<file path="src/rtl/spi_slave_pkg.sv">
// Shared types and constants for the SPI slave receive path.
package spi_slave_pkg;

  localparam logic [1:0] SPI_STD     = 2'b00;
  localparam logic [1:0] SPI_QUAD_TX = 2'b01;
  localparam logic [1:0] SPI_QUAD_RX = 2'b10;

  typedef enum logic {
    IDLE,
    SHIFT
  } spi_rx_state_e;

endpackage

</file>
<file path="src/rtl/spi_rx_fifo.sv">
// Generic synchronous FIFO for received words.
// Pointers carry an extra wrap bit so that full and empty can be told apart.
module spi_rx_fifo #(
  parameter int unsigned WORD_W = 32,
  parameter int unsigned DEPTH  = 2
) (
  input  logic              clk_i,
  input  logic              rst_i,
  input  logic              push_i,
  input  logic [WORD_W-1:0] data_i,
  output logic              full_o,
  input  logic              pop_i,
  output logic              empty_o,
  output logic [WORD_W-1:0] data_o
);

  localparam int unsigned AW = (DEPTH > 1) ? $clog2(DEPTH) : 1;
  localparam int unsigned PW = AW + 1;

  logic [PW-1:0]     wr_q, rd_q;
  logic [WORD_W-1:0] mem_q [DEPTH];
  logic              do_push, do_pop;

  assign empty_o = (wr_q == rd_q);
  assign full_o  = (wr_q[AW] != rd_q[AW]) && (wr_q[AW-1:0] == rd_q[AW-1:0]);
  assign data_o  = mem_q[rd_q[AW-1:0]];

  // A push into a full FIFO is legal only alongside a pop.
  assign do_push = push_i && (!full_o || pop_i);
  assign do_pop  = pop_i && !empty_o;

  always_ff @(posedge clk_i or posedge rst_i) begin
    if (rst_i) begin
      wr_q <= '0;
      rd_q <= '0;
      for (int i = 0; i < int'(DEPTH); i++) mem_q[i] <= '0;
    end else begin
      if (do_push) begin
        mem_q[wr_q[AW-1:0]] <= data_i;
        wr_q                <= wr_q + PW'(1);
      end
      if (do_pop) begin
        rd_q <= rd_q + PW'(1);
      end
    end
  end

endmodule

</file>
<file path="src/rtl/spi_slave_rx_sampler.sv">
// SPI slave receive front-end: oversamples the SPI pins in the clk_i domain,
// deserialises std/quad MOSI data MSB first and queues whole words.
module spi_slave_rx_sampler
  import spi_slave_pkg::*;
#(
  parameter int unsigned WORD_W     = 32,
  parameter int unsigned FIFO_DEPTH = 2
) (
  input  logic              clk_i,
  input  logic              rst_i,
  input  logic              spi_sclk_i,
  input  logic              spi_csn_i,
  input  logic [3:0]        spi_sdi_i,
  input  logic [1:0]        spi_mode_i,
  output logic [WORD_W-1:0] rx_data_o,
  output logic              rx_valid_o,
  input  logic              rx_ready_i,
  output logic              abort_o,
  output logic              overflow_o,
  input  logic              ovf_clr_i,
  output logic              busy_o
);

  localparam int unsigned CNT_W = $clog2(WORD_W + 1);

  // Two-flop synchronisers plus a history stage for edge detection
  logic       sclk_s1_q, sclk_s2_q, sclk_s3_q;
  logic       csn_s1_q, csn_s2_q, csn_s3_q;
  logic [3:0] sdi_s1_q, sdi_s2_q;

  logic       sclk_rise_c, csn_fall_c, csn_rise_c;
  logic       sclk_rise_q, csn_fall_q, csn_rise_q;
  logic [3:0] sdi_q;

  spi_rx_state_e     state_q, state_d;
  logic              quad_q, quad_d;
  logic [CNT_W-1:0]  cnt_q, cnt_d;
  logic [CNT_W-1:0]  cnt_upd;
  logic [WORD_W-1:0] shreg_q, shreg_d;
  logic [WORD_W-1:0] word_q, word_d;
  logic              push_q, push_d;
  logic              abort_q, abort_d;
  logic              ovf_q, ovf_d;

  logic              fifo_full, fifo_empty, fifo_pop, drop_c;

  always_ff @(posedge clk_i or posedge rst_i) begin
    if (rst_i) begin
      sclk_s1_q <= 1'b0;
      sclk_s2_q <= 1'b0;
      sclk_s3_q <= 1'b0;
      csn_s1_q  <= 1'b1;
      csn_s2_q  <= 1'b1;
      csn_s3_q  <= 1'b1;
      sdi_s1_q  <= '0;
      sdi_s2_q  <= '0;
    end else begin
      sclk_s1_q <= spi_sclk_i;
      sclk_s2_q <= sclk_s1_q;
      sclk_s3_q <= sclk_s2_q;
      csn_s1_q  <= spi_csn_i;
      csn_s2_q  <= csn_s1_q;
      csn_s3_q  <= csn_s2_q;
      sdi_s1_q  <= spi_sdi_i;
      sdi_s2_q  <= sdi_s1_q;
    end
  end

  assign sclk_rise_c = sclk_s2_q & ~sclk_s3_q;
  assign csn_fall_c  = ~csn_s2_q & csn_s3_q;
  assign csn_rise_c  = csn_s2_q & ~csn_s3_q;

  // Edge strobes are registered together with the matching data sample
  always_ff @(posedge clk_i or posedge rst_i) begin
    if (rst_i) begin
      sclk_rise_q <= 1'b0;
      csn_fall_q  <= 1'b0;
      csn_rise_q  <= 1'b0;
      sdi_q       <= '0;
    end else begin
      sclk_rise_q <= sclk_rise_c;
      csn_fall_q  <= csn_fall_c;
      csn_rise_q  <= csn_rise_c;
      sdi_q       <= sdi_s2_q;
    end
  end

  always_ff @(posedge clk_i or posedge rst_i) begin
    if (rst_i) begin
      state_q <= IDLE;
      quad_q  <= 1'b0;
      cnt_q   <= '0;
      shreg_q <= '0;
      word_q  <= '0;
      push_q  <= 1'b0;
      abort_q <= 1'b0;
      ovf_q   <= 1'b0;
    end else begin
      state_q <= state_d;
      quad_q  <= quad_d;
      cnt_q   <= cnt_d;
      shreg_q <= shreg_d;
      word_q  <= word_d;
      push_q  <= push_d;
      abort_q <= abort_d;
      ovf_q   <= ovf_d;
    end
  end

  // Frame FSM: shift on sclk edges, emit full words, flag partial frames
  always_comb begin
    state_d = state_q;
    quad_d  = quad_q;
    cnt_d   = cnt_q;
    shreg_d = shreg_q;
    word_d  = word_q;
    push_d  = 1'b0;
    abort_d = 1'b0;
    cnt_upd = cnt_q;

    case (state_q)
      IDLE: begin
        if (csn_fall_q) begin
          state_d = SHIFT;
          quad_d  = (spi_mode_i == SPI_QUAD_RX);
          cnt_d   = '0;
          shreg_d = '0;
        end
      end
      SHIFT: begin
        if (sclk_rise_q) begin
          if (quad_q) begin
            shreg_d = {shreg_q[WORD_W-5:0], sdi_q};
            cnt_upd = cnt_q + CNT_W'(4);
          end else begin
            shreg_d = {shreg_q[WORD_W-2:0], sdi_q[0]};
            cnt_upd = cnt_q + CNT_W'(1);
          end
          if (cnt_upd == CNT_W'(WORD_W)) begin
            push_d = 1'b1;
            word_d = shreg_d;
            cnt_d  = '0;
          end else begin
            cnt_d  = cnt_upd;
          end
        end
        if (csn_rise_q) begin
          state_d = IDLE;
          abort_d = (cnt_d != '0);
          cnt_d   = '0;
        end
      end
      default: state_d = IDLE;
    endcase
  end

  assign fifo_pop = rx_valid_o && rx_ready_i;
  assign drop_c   = push_q && fifo_full && !fifo_pop;

  // A drop in the clear cycle wins over the clear
  always_comb begin
    ovf_d = ovf_q;
    if (drop_c) begin
      ovf_d = 1'b1;
    end else if (ovf_clr_i) begin
      ovf_d = 1'b0;
    end
  end

  spi_rx_fifo #(
    .WORD_W (WORD_W),
    .DEPTH  (FIFO_DEPTH)
  ) u_fifo (
    .clk_i   (clk_i),
    .rst_i   (rst_i),
    .push_i  (push_q),
    .data_i  (word_q),
    .full_o  (fifo_full),
    .pop_i   (fifo_pop),
    .empty_o (fifo_empty),
    .data_o  (rx_data_o)
  );

  assign rx_valid_o = !fifo_empty;
  assign abort_o    = abort_q;
  assign overflow_o = ovf_q;
  assign busy_o     = (state_q == SHIFT);

endmodule
</file>
<file path="config.mk">
export PLATFORM = sky130hd
export DESIGN_NAME = spi_slave_rx_sampler
export DESIGN_NICKNAME = d
export VERILOG_FILES = /design/src/rtl/spi_slave_pkg.sv /design/src/rtl/spi_rx_fifo.sv /design/src/rtl/spi_slave_rx_sampler.sv
export SDC_FILE = /design/constraint.sdc
export NUM_CORES = 1
export LEC_CHECK = 0
export BUFFER_PORTS_ARGS = -buffer_cell sky130_fd_sc_hd__buf_2
export CAP_MARGIN = 20
export CORE_UTILIZATION = 55
export CTS_BUF_LIST = sky130_fd_sc_hd__clkbuf_2
export CTS_CLUSTER_SIZE = 20
export DETAILED_ROUTE_END_ITERATION = 12
export PLACE_DENSITY = 0.74
export SLEW_MARGIN = 15
export SYNTH_ARGS = -nofsm -noshare
export SYNTH_HDL_FRONTEND = slang
export SYNTH_HIERARCHICAL = 1
export SYNTH_SLANG_ARGS = --single-unit
</file>
<file path="constraint.sdc">
create_clock -name clk_i -period 3.2 [get_ports clk_i]
set_input_delay 0.16 -clock clk_i [delete_from_list [all_inputs] [get_ports clk_i]]
set_output_delay 0.16 -clock clk_i [all_outputs]
set_load 0.02 [all_outputs]
</file>
Yosys cells after proc, flatten, opt, wreduce, memory -nomap -nowiden

Cells that the tools add are included.

Bitwise gates (word level): 9
Mux-type cells: 29
$lt $le $gt $ge: 3
Reductions and logical operators: 16
Eq/ne operators: 7
Add/sub/neg operators: 4

Operators with widths:

| cell                | number |
|---|---|
| $mux 32             | 5 |
| $bwmux 64           | 1 |
| $mux 31             | 2 |
| $pmux 31 s2         | 1 |
| $mux 6              | 8 |
| $demux 32 s1        | 1 |
| $pmux 6 s2          | 1 |
| $mux 1              | 9 |
| $logic_and 1x1->1   | 7 |
| $add 6x1->6 const B | 1 |
| $add 6x3->6 const B | 1 |
| $eq 6x6->1 const B  | 1 |
| $reduce_bool 6->1   | 1 |
| $add 2x1->2 const B | 2 |
| $ge 2x2->1 const B  | 2 |
| $ne 2x2->1 const B  | 2 |
| $not 1->1           | 4 |
| $not 1->2           | 2 |
| $reduce_and 2->1    | 2 |
| $and 1x1->1         | 3 |
| $logic_not 1->1     | 3 |
| $reduce_and 3->1    | 1 |
| $eq 2x2->1          | 1 |
| $eq 2x2->1 const B  | 1 |
| other kinds (6)     | 6 |

Logic and storage cells: 92
Flip-flop bits (word level): 163
Output and inout bits: 36

Logic depth before layout (Yosys ltp)

Gate-level depths: netlist of run 1.

Depth after elaboration: 11
Gate-level depth with buffers: 9
Gate-level depth less buffers: 6

By module

Netlist of run 1, hierarchy kept.

By module, submodules not included:

| module               | sequential area each (um^2) | cells each | instances | area an instance (um^2) |
|---|---|---|---|---|
| spi_slave_rx_sampler | 2381.0                      | 286        | 1         | 4055.1 |
| spi_rx_fifo          | 1701.6                      | 198        | 1         | 3128.0 |

Worst setup path before layout of run 1

OpenSTA, ideal clock, no wires.

Path type: register to register
Start point: register u_fifo.rd_q[0]
End point: register u_fifo/mem_q[22] (netlist name)
Setup time: 125 ps
Cell stages (with the launch flop): 10
Period minus slack after synthesis: 2606 ps
Arrival time: 2482 ps
Path slack: 594 ps
Path through: dfrtp_1 clkbuf_1 buf_2 xor2_1 nor2_1 nor2b_1 nor2b_1 a21oi_1 buf_2 mux2_2

Cells in the longest elaborated chain, start to end: 5
Elaborated cells on any way between the ends: 8
Those cells by class: eq/ne (2); reduce/logical (6)

Ends and longest elaborated chain:

| element                        | RTL line                    | source |
|---|---|---|
| start: declaration             | spi_rx_fifo.sv:20           | `logic [PW-1:0] wr_q, rd_q;` |
| start signal: assignment       | spi_rx_fifo.sv:43           | `rd_q <= rd_q + PW'(1);` |
| $eq 2x2->1                     | spi_rx_fifo.sv:24           | `assign empty_o = (wr_q == rd_q);` |
| net fifo_empty                 | spi_slave_rx_sampler.sv:45  | `logic fifo_full, fifo_empty, fifo_pop, drop_c;` |
| $logic_not 1->1                | spi_slave_rx_sampler.sv:184 | `assign rx_valid_o = !fifo_empty;` |
| $logic_and 1x1->1              | spi_slave_rx_sampler.sv:157 | `assign fifo_pop = rx_valid_o && rx_ready_i;` |
| net fifo_pop                   | spi_slave_rx_sampler.sv:45  |  |
| $logic_or 1x1->1               | spi_rx_fifo.sv:29           | `assign do_push = push_i && (!full_o \|\| pop_i);` |
| $logic_and 1x1->1              | spi_rx_fifo.sv:29           |  |
| end signal: indexed assignment | spi_rx_fifo.sv:39           | `mem_q[wr_q[AW-1:0]] <= data_i;` |
| end: declaration               | spi_rx_fifo.sv:21           | `logic [WORD_W-1:0] mem_q [DEPTH];` |

The timed path passes the listed nets, and every way through them passes these cells.
A chain may end at the register's enable or synchronous reset.

Worst setup path in the final report of run 1

Start point: register u_fifo.wr_q[1]
End point: register u_fifo/mem_q[3] (netlist name)

Cells in the longest elaborated chain, start to end: 5
Elaborated cells on any way between the ends: 8
Those cells by class: eq/ne (2); reduce/logical (6)

Ends and longest elaborated chain:

| element                  | RTL line                    | source |
|---|---|---|
| start: declaration       | spi_rx_fifo.sv:20           |  |
| start signal: assignment | spi_rx_fifo.sv:40           | `wr_q <= wr_q + PW'(1);` |
| $eq 2x2->1               | spi_rx_fifo.sv:24           |  |
| net fifo_empty           | spi_slave_rx_sampler.sv:45  |  |
| $logic_not 1->1          | spi_slave_rx_sampler.sv:184 |  |
| $logic_and 1x1->1        | spi_slave_rx_sampler.sv:157 |  |
| net fifo_pop             | spi_slave_rx_sampler.sv:45  |  |
| $logic_or 1x1->1         | spi_rx_fifo.sv:29           |  |
| $logic_and 1x1->1        | spi_rx_fifo.sv:29           |  |

The timed path passes the listed nets, and every way through them passes these cells.

==> impl_metrics.yaml, run 1 <==
global_route:
  grt_start_max_net_pins: 96
  grt_overflow: 0
  grt_pass1_vias: 4230
  grt_pass1_wl_um: 21080
  grt.total_usage_pct: 20.37
  antenna_found_initial: 0
logic_synthesis:
  ys.flop_type: "dfrtp_1"
  yosysWarnings: 6
  ys_seq_elements: 163
  synth_enable_flop_cells: 0
  synthCells: 484
  syn_nets: 498
  synth_cell_types: 38
  synth-async-reset-ratio_pct: 100.0
  avgSynthCellArea_um2: 14.84
  synth_area_um2: 7183
  ys_seq_area_share_pct: 56.84
place:
  portBuffers: 47
  gp_congestion: 0.8110
  placed_cell_area_um2: 7576
  dp_hpwl_um: 7785
  place_ws_ps: 793.1
timing:
  finalCritPeriodShare_pct: 77.65
  final_hold_viol_count: 0
  fin_tns_setup_ps: 0
  fmax_ghz: 0.4024
  grt_setup_unrepaired: "false"
  setup_ws_ps: 715.1
  fin_skew_ps: 21.54
  max_slew_margin_pct: 58.48
  worst_pin_slew_ps: 622.8
  min_period_ps: 2485
  drv_slew: 0
  finalSetupViolations: 0
finish:
  finalInstanceArea_um2: 7948
  final_cell_mix: "160 x dfrtp_1, 97 x mux2_2, 57 x mux2_4"
  drive_gt1_share_pct: 44.70
  mostFrequentLayoutCell: "dfrtp_1"
  nets: 558
  area_growth_pct: 10.64
  diodes: 0
  fillers: 1006
setup_path:
  slowest_delay_ps: 480
  slowest_stage: "dfrtp_1"
  critPathKind: "reg -> reg"
  required_ps: 3800
  cp-end-kind: "register"
  critPathTopFamily: "simple AND/OR/NAND/NOR gates"
  path_cells: "xor2_1 > nor2_1 > nor2b_1 > nor2b_1 > a21oi_2 > buf_4 > mux2_2"
  regToRegStartpoint: "u_fifo/wr_q[1]"
  crit_start: "u_fifo/wr_q[1]"
  cp-start-kind: "register"
  path_buf_inv: 1
  path_max_fanout: 21
  worst_ep_arrival_time_ps: 3080
  cpMostUsedCell: "nor2b_1"
cts:
  numCtsBuffers: 17
  root_buffer: "clkbuf_2"
  cts_hold_buf: 13
  post_cts_buffers: 0
  path_clk_slew_ps: 210
  htreeDepth: 4
  clk_latency_ps: 700
  cts.path.max_buffers: 2
  cts_repair_resize_count: 0
  cts_num_sinks: 163
  cts_tree: "built"
die:
  ios: 48
  rows: 41
  initial_utilization_pct: 56.69
  die_h_um: 116.3
  dieArea_um2: 13520
  die_width_um: 116.3
  core_um2: 12670
detailed_routing:
  drt-vias-per-instance: 5.657
  final_antenna_net_count: 0
  drc: 0
  drt_iter0_markers: 276
  firstDrtPassIters: 4
  vias: 4124
  wl_per_cell_um: 16.98
  drt_wl_total_um: 12380
power:
  ir_drop_mv: 0.3091
  powerDensity_nw_per_um2: 475.8
  leakage_uw: 0.003906
run_status:
  outcome: "finished, final reports clean"
run:
  maxCapViolCount: 0
min_path:
  min_path_type: "in -> async"
synth_stat cells, types with 2 or more instances:
master       n  area [um2]
nor3b_1      2       15.01
dfrtp_1    160        4004
nor2_1       8       30.03
nor2b_1      8       50.05
xor2_1       6       52.55
dfstp_2      3       78.83
ha_1         2       25.02
buf_1        2       7.510
xnor2_1      4       35.03
mux2i_1      6       60.06
buf_2       10       50.05
o2111ai_1    2       17.52
mux2_4      57       855.8
nand2_1     20       75.07
buf_6        6       67.56
a32o_1      32       320.3
inv_1        9       33.78
o21ai_0     12       60.06
mux2_2      97        1092
nand2b_1     5       31.28
o22ai_1      3       18.77
clkbuf_1    12       45.04
mux2_1       2       22.52
o311ai_0     2       17.52
routing by layer:
layer,GRT usage (%),vias up,wire length (um)
met5,0,-,0
met4,7.778,0,183
met3,4.619,18,434
met2,32.66,99,6006
met1,27.15,2117,5754
li1,-,1890,-
flip-flops by register name, indices dropped and copies added (netlist names), 2 cells and up:
register and cells:
u_fifo/mem_q 64, sdi_s1_q 4, sdi_s2_q 4, u_fifo/rd_q 2, word_q 32, cnt_q 6
sdi_q 4, u_fifo/wr_q 2, shreg_q 31
kinds of logic (layout without fill, tap and decap cells):
family	Yosys count	in the layout	synth area share, %
AO/OA/AOI/OAI	58	58	6.950
XOR/XNOR	10	10	1.219
adder cells (fa/ha/maj)	2	2	0.3483
buffers and inverters	39	112	2.839
flip-flops	163	163	56.84
multiplexers	162	162	28.27
AND/OR/NAND/NOR	50	50	3.536
worst register-to-register path: stages (launching register included):
cell	delay [ps]
dfrtp_1	480
xor2_1	280
nor2_1	110
nor2b_1	430
nor2b_1	190
a21oi_2	210
buf_4	320
mux2_2	380
final timing paths:
kind                                          to  depth (start not counted)  slack [ps]
worst max-delay path             u_fifo/mem_q[3]                          7         720
worst min-delay path                    sdi_q[3]                          4          70
worst max register to register   u_fifo/mem_q[3]                          7         720
worst min register to register          csn_s2_q                          0         350
max in group asynchronous       u_fifo/mem_q[53]                          5        1880
min in group clk_i                   sdi_s1_q[1]                          2         100
stage by stage:
stage | util (%) | std cells | power (uW) | hold slack, ps
global route | 62.72 | 729 | 3966 | 10.03
CTS | 62.72 | 729 | 3828 | 5.632
finish | 62.72 | 729 | 3782 | 71.70
floorplan | - | 484 | 2588 | 164.5
detailed placement | 59.79 | 684 | 2706 | 187.5
global placement | 59.79 | 684 | 2699 | 172.8
power breakdown:
part,total (uW),leakage (uW),internal (uW),switching (uW)
clock,1100,0.000151,440,661
combinational,522,0.00155,205,318
sequential,2160,0.00221,2110,46.4
total,3780,0.00391,2760,1030
cell type report:
cell class / count / area [um2] / share of cell area, %
Clock inverter: 11 / 136.4 / 1.716
Clock buffer: 21 / 105.1 / 1.322
Inverter: 9 / 35.03 / 0.4408
Sequential cell: 163 / 4083 / 51.37
Tap cell: 172 / 215.2 / 2.708
Timing Repair Buffer: 71 / 473.0 / 5.951
Multi-Input combinational cell: 282 / 2900 / 36.49
Power figures use the tool's default switching activity.
==> run 2: changes to the inputs <==
--- a/config.mk
+++ b/config.mk
@@ -5,13 +5,14 @@
 export SDC_FILE = /design/constraint.sdc
 export NUM_CORES = 1
 export LEC_CHECK = 0
+export ABC_AREA = 1
 export BUFFER_PORTS_ARGS = -buffer_cell sky130_fd_sc_hd__buf_2
 export CAP_MARGIN = 20
 export CORE_UTILIZATION = 55
 export CTS_BUF_LIST = sky130_fd_sc_hd__clkbuf_2
 export CTS_CLUSTER_SIZE = 20
 export DETAILED_ROUTE_END_ITERATION = 12
-export PLACE_DENSITY = 0.74
+export PLACE_DENSITY = 0.77
 export SLEW_MARGIN = 15
 export SYNTH_ARGS = -nofsm -noshare
 export SYNTH_HDL_FRONTEND = slang
==> constraint.sdc (replaced) <==
create_clock -name clk_i -period 2.15 [get_ports clk_i]
set_input_delay 0.1075 -clock clk_i [delete_from_list [all_inputs] [get_ports clk_i]]
set_output_delay 0.1075 -clock clk_i [all_outputs]
set_load 0.02 [all_outputs]
==> impl_metrics.yaml, run 2 <==
run_status:
  outcome: "finished, final reports clean"
finish:
  top_register: "u_fifo/mem_q"
  final_cell_mix: "381 x nand2_1, 157 x dfrtp_1, 81 x o21ai_0"
  fin_cells: 1142
  nets: 966
  fillers: 1160
  mostFrequentLayoutCell: "nand2_1"
  largest_reg_flops: 64
  drive_gt1_share_pct: 13.16
  reg_top3: "u_fifo/mem_q: 64 flops, word_q: 32 flops, shreg_q: 31 flops"
  area_growth_pct: 12.32
setup_path:
  slowest_delay_ps: 510
  cp-end-kind: "primary output"
  slowest_stage: "dfrtp_2"
  critPathKind: "reg -> out"
  cpMostUsedCell: "nand2_1"
  required_ps: 2040
  crit_start: "u_fifo/rd_q[0]"
  path_buf_inv: 3
  regToRegStartpoint: "cnt_q[2]"
  path_cells: "inv_4 > buf_8 > nand2_1 > nand2_1 > buf_2"
  critPathTopFamily: "flip-flops"
  worst_ep_arrival_time_ps: 1880
  path_max_fanout: 33
  cp-start-kind: "register"
detailed_routing:
  final_antenna_net_count: 0
  vias: 6104
  firstDrtPassIters: 5
  drt-vias-per-instance: 5.345
  drt_iter0_markers: 631
  wl_per_cell_um: 14.12
  drt_wl_total_um: 16130
  drc: 0
cts:
  cts_tree: "built"
  htreeDepth: 4
  clk_latency_ps: 730
  numCtsBuffers: 17
  root_buffer: "clkbuf_2"
  cts.path.max_buffers: 2
  path_clk_slew_ps: 210
  cts_num_sinks: 163
global_route:
  grt_pass1_vias: 5751
  grt.total_usage_pct: 24.73
  grt_start_max_net_pins: 96
  antenna_found_initial: 1
  grt_pass1_wl_um: 27470
  grt_overflow: 0
power:
  sequentialPowerShare_pct: 54.5
  clkPwrFrac_pct: 33.9
  sw_frac_of_total_pct: 26.65
  ir_drop_mv: 0.6354
  p_int_uw: 4382
  net-switching-power_uw: 1592
  powerDensity_nw_per_um2: 718.5
  power.total_uw: 5974
  combPwrFrac_pct: 11.5
  leakage_uw: 0.004471
logic_synthesis:
  ys_seq_elements: 163
  yosysTopAreaCell: "dfrtp_1"
  ys_seq_area_share_pct: 55.15
  syn_nets: 915
  synthCells: 901
  avgSynthCellArea_um2: 8.217
  synth_area_um2: 7403
  synth-async-reset-ratio_pct: 100.0
  synth_cell_types: 29
  ys.flop_type: "dfrtp_1"
  synth_enable_flop_cells: 0
  netlist_top_cells_count: "381 x nand2_1, 160 x dfrtp_1, 81 x o21ai_0, 66 x nand4_1, 55 x inv_1"
  synth_top_area_share_pct: 54.08
  netlist_top_cells_area: "dfrtp_1 54%, nand2_1 19%, nand4_1 5.6%"
  yosysMostFrequentCell: "nand2_1"
  yosysWarnings: 6
place:
  portBuffers: 47
  dp_hpwl_um: 10210
  gp_congestion: 0.7949
  dp.cells: 1089
  place_ws_ps: 204.3
timing:
  finalSetupViolations: 0
  grt_setup_unrepaired: "false"
  max_slew_margin_pct: 65.66
  fin_tns_setup_ps: 0
  min_period_ps: 1984
  fmax_ghz: 0.5040
  drv_slew: 0
  worst_pin_slew_ps: 515.2
  setup_ws_ps: 166.0
  whs_ps: 32.36
  finalCritPeriodShare_pct: 92.28
  fin_skew_ps: 32.51
  final_hold_viol_count: 0
die:
  rows: 42
  ios: 48
  dieArea_um2: 13930
  core_um2: 13190
  initial_utilization_pct: 56.13
  die_h_um: 118.0
  die_width_um: 118.0
run:
  maxCapViolCount: 0
min_path:
  min_path_type: "in -> async"
run 2: metal layers:
metal	GRT usage, %	vias up	wire length (um)
met5	0	-	0
met4	6.731	0	125
met3	5.184	10	828
met2	39.82	172	7762
met1	34.09	2892	7411
li1	-	3030	-
run 2: stage by stage:
step	utilization [%]	area, um2
after global routing	63.04	8315
after floorplan	-	7407
after detailed placement	58.91	7770
after CTS	62.76	8278
final	63.04	8315
after global placement	58.91	7770
run 2: worst min-delay path: stages:
cell,delay (ps)
dlygate4sd3_1,530
buf_2,140
clkinvlp_4,70
buf_12,360
run 2: worst paths after layout:
kind	endpoint	slack, ps	cells after the start
worst max-delay path	rx_data_o[1]	170	5
worst min register to register	sdi_s2_q[2]	360	0
min in group clk_i	quad_q	140	4
worst max register to register	word_q[6]	170	7
worst min-delay path	word_q[24]	30	4
max in group asynchronous	u_fifo/mem_q[48]	1020	5
run 2: timing repair:
action / 4_1_cts / 5_1_grt
resized for setup: 1 / 8
hold endpoints to repair: 177 / 0
endpoints found under the setup margin: 5 / 76
buffers inserted: 0 / 0
cloned: 0 / 1
hold buffers: 19 / 0
run 2: logic make-up (layout without fill, tap and decap cells):
family,Yosys count,in the layout,share of synthesized area (%)
buffers and inverters,121,184,7.521
other,0,1,0
flip-flops,163,163,55.15
AO/OA/AOI/OAI,104,104,7.132
AND/OR/NAND/NOR,510,511,29.74
adder cells (fa/ha/maj),2,2,0.3380
XOR/XNOR,1,1,0.1183
run 2: area by class of cell:
class                   count  area [um2]  share of cell area [%]
inverters                  60       234.0                   2.814
repair buffers             92       680.7                   8.185
multi-input cells         618        2778                   33.40
clock buffers              20       100.1                   1.204
flip-flops and latches    163        4086                   49.14
clock inverters            12       214.0                   2.573
well taps                 176       220.2                   2.648
diodes                      1       2.502                 0.03009
run 2: power groups by stage:
stage                     logic, uW  clock network, uW  registers [uW]
after floorplan                 489                  0            3300
after global placement          651                  0            3300
after detailed placement        653                  0            3310
after CTS                       687               2060            3260
after global routing            786               2190            3280
final                           687               2030            3260
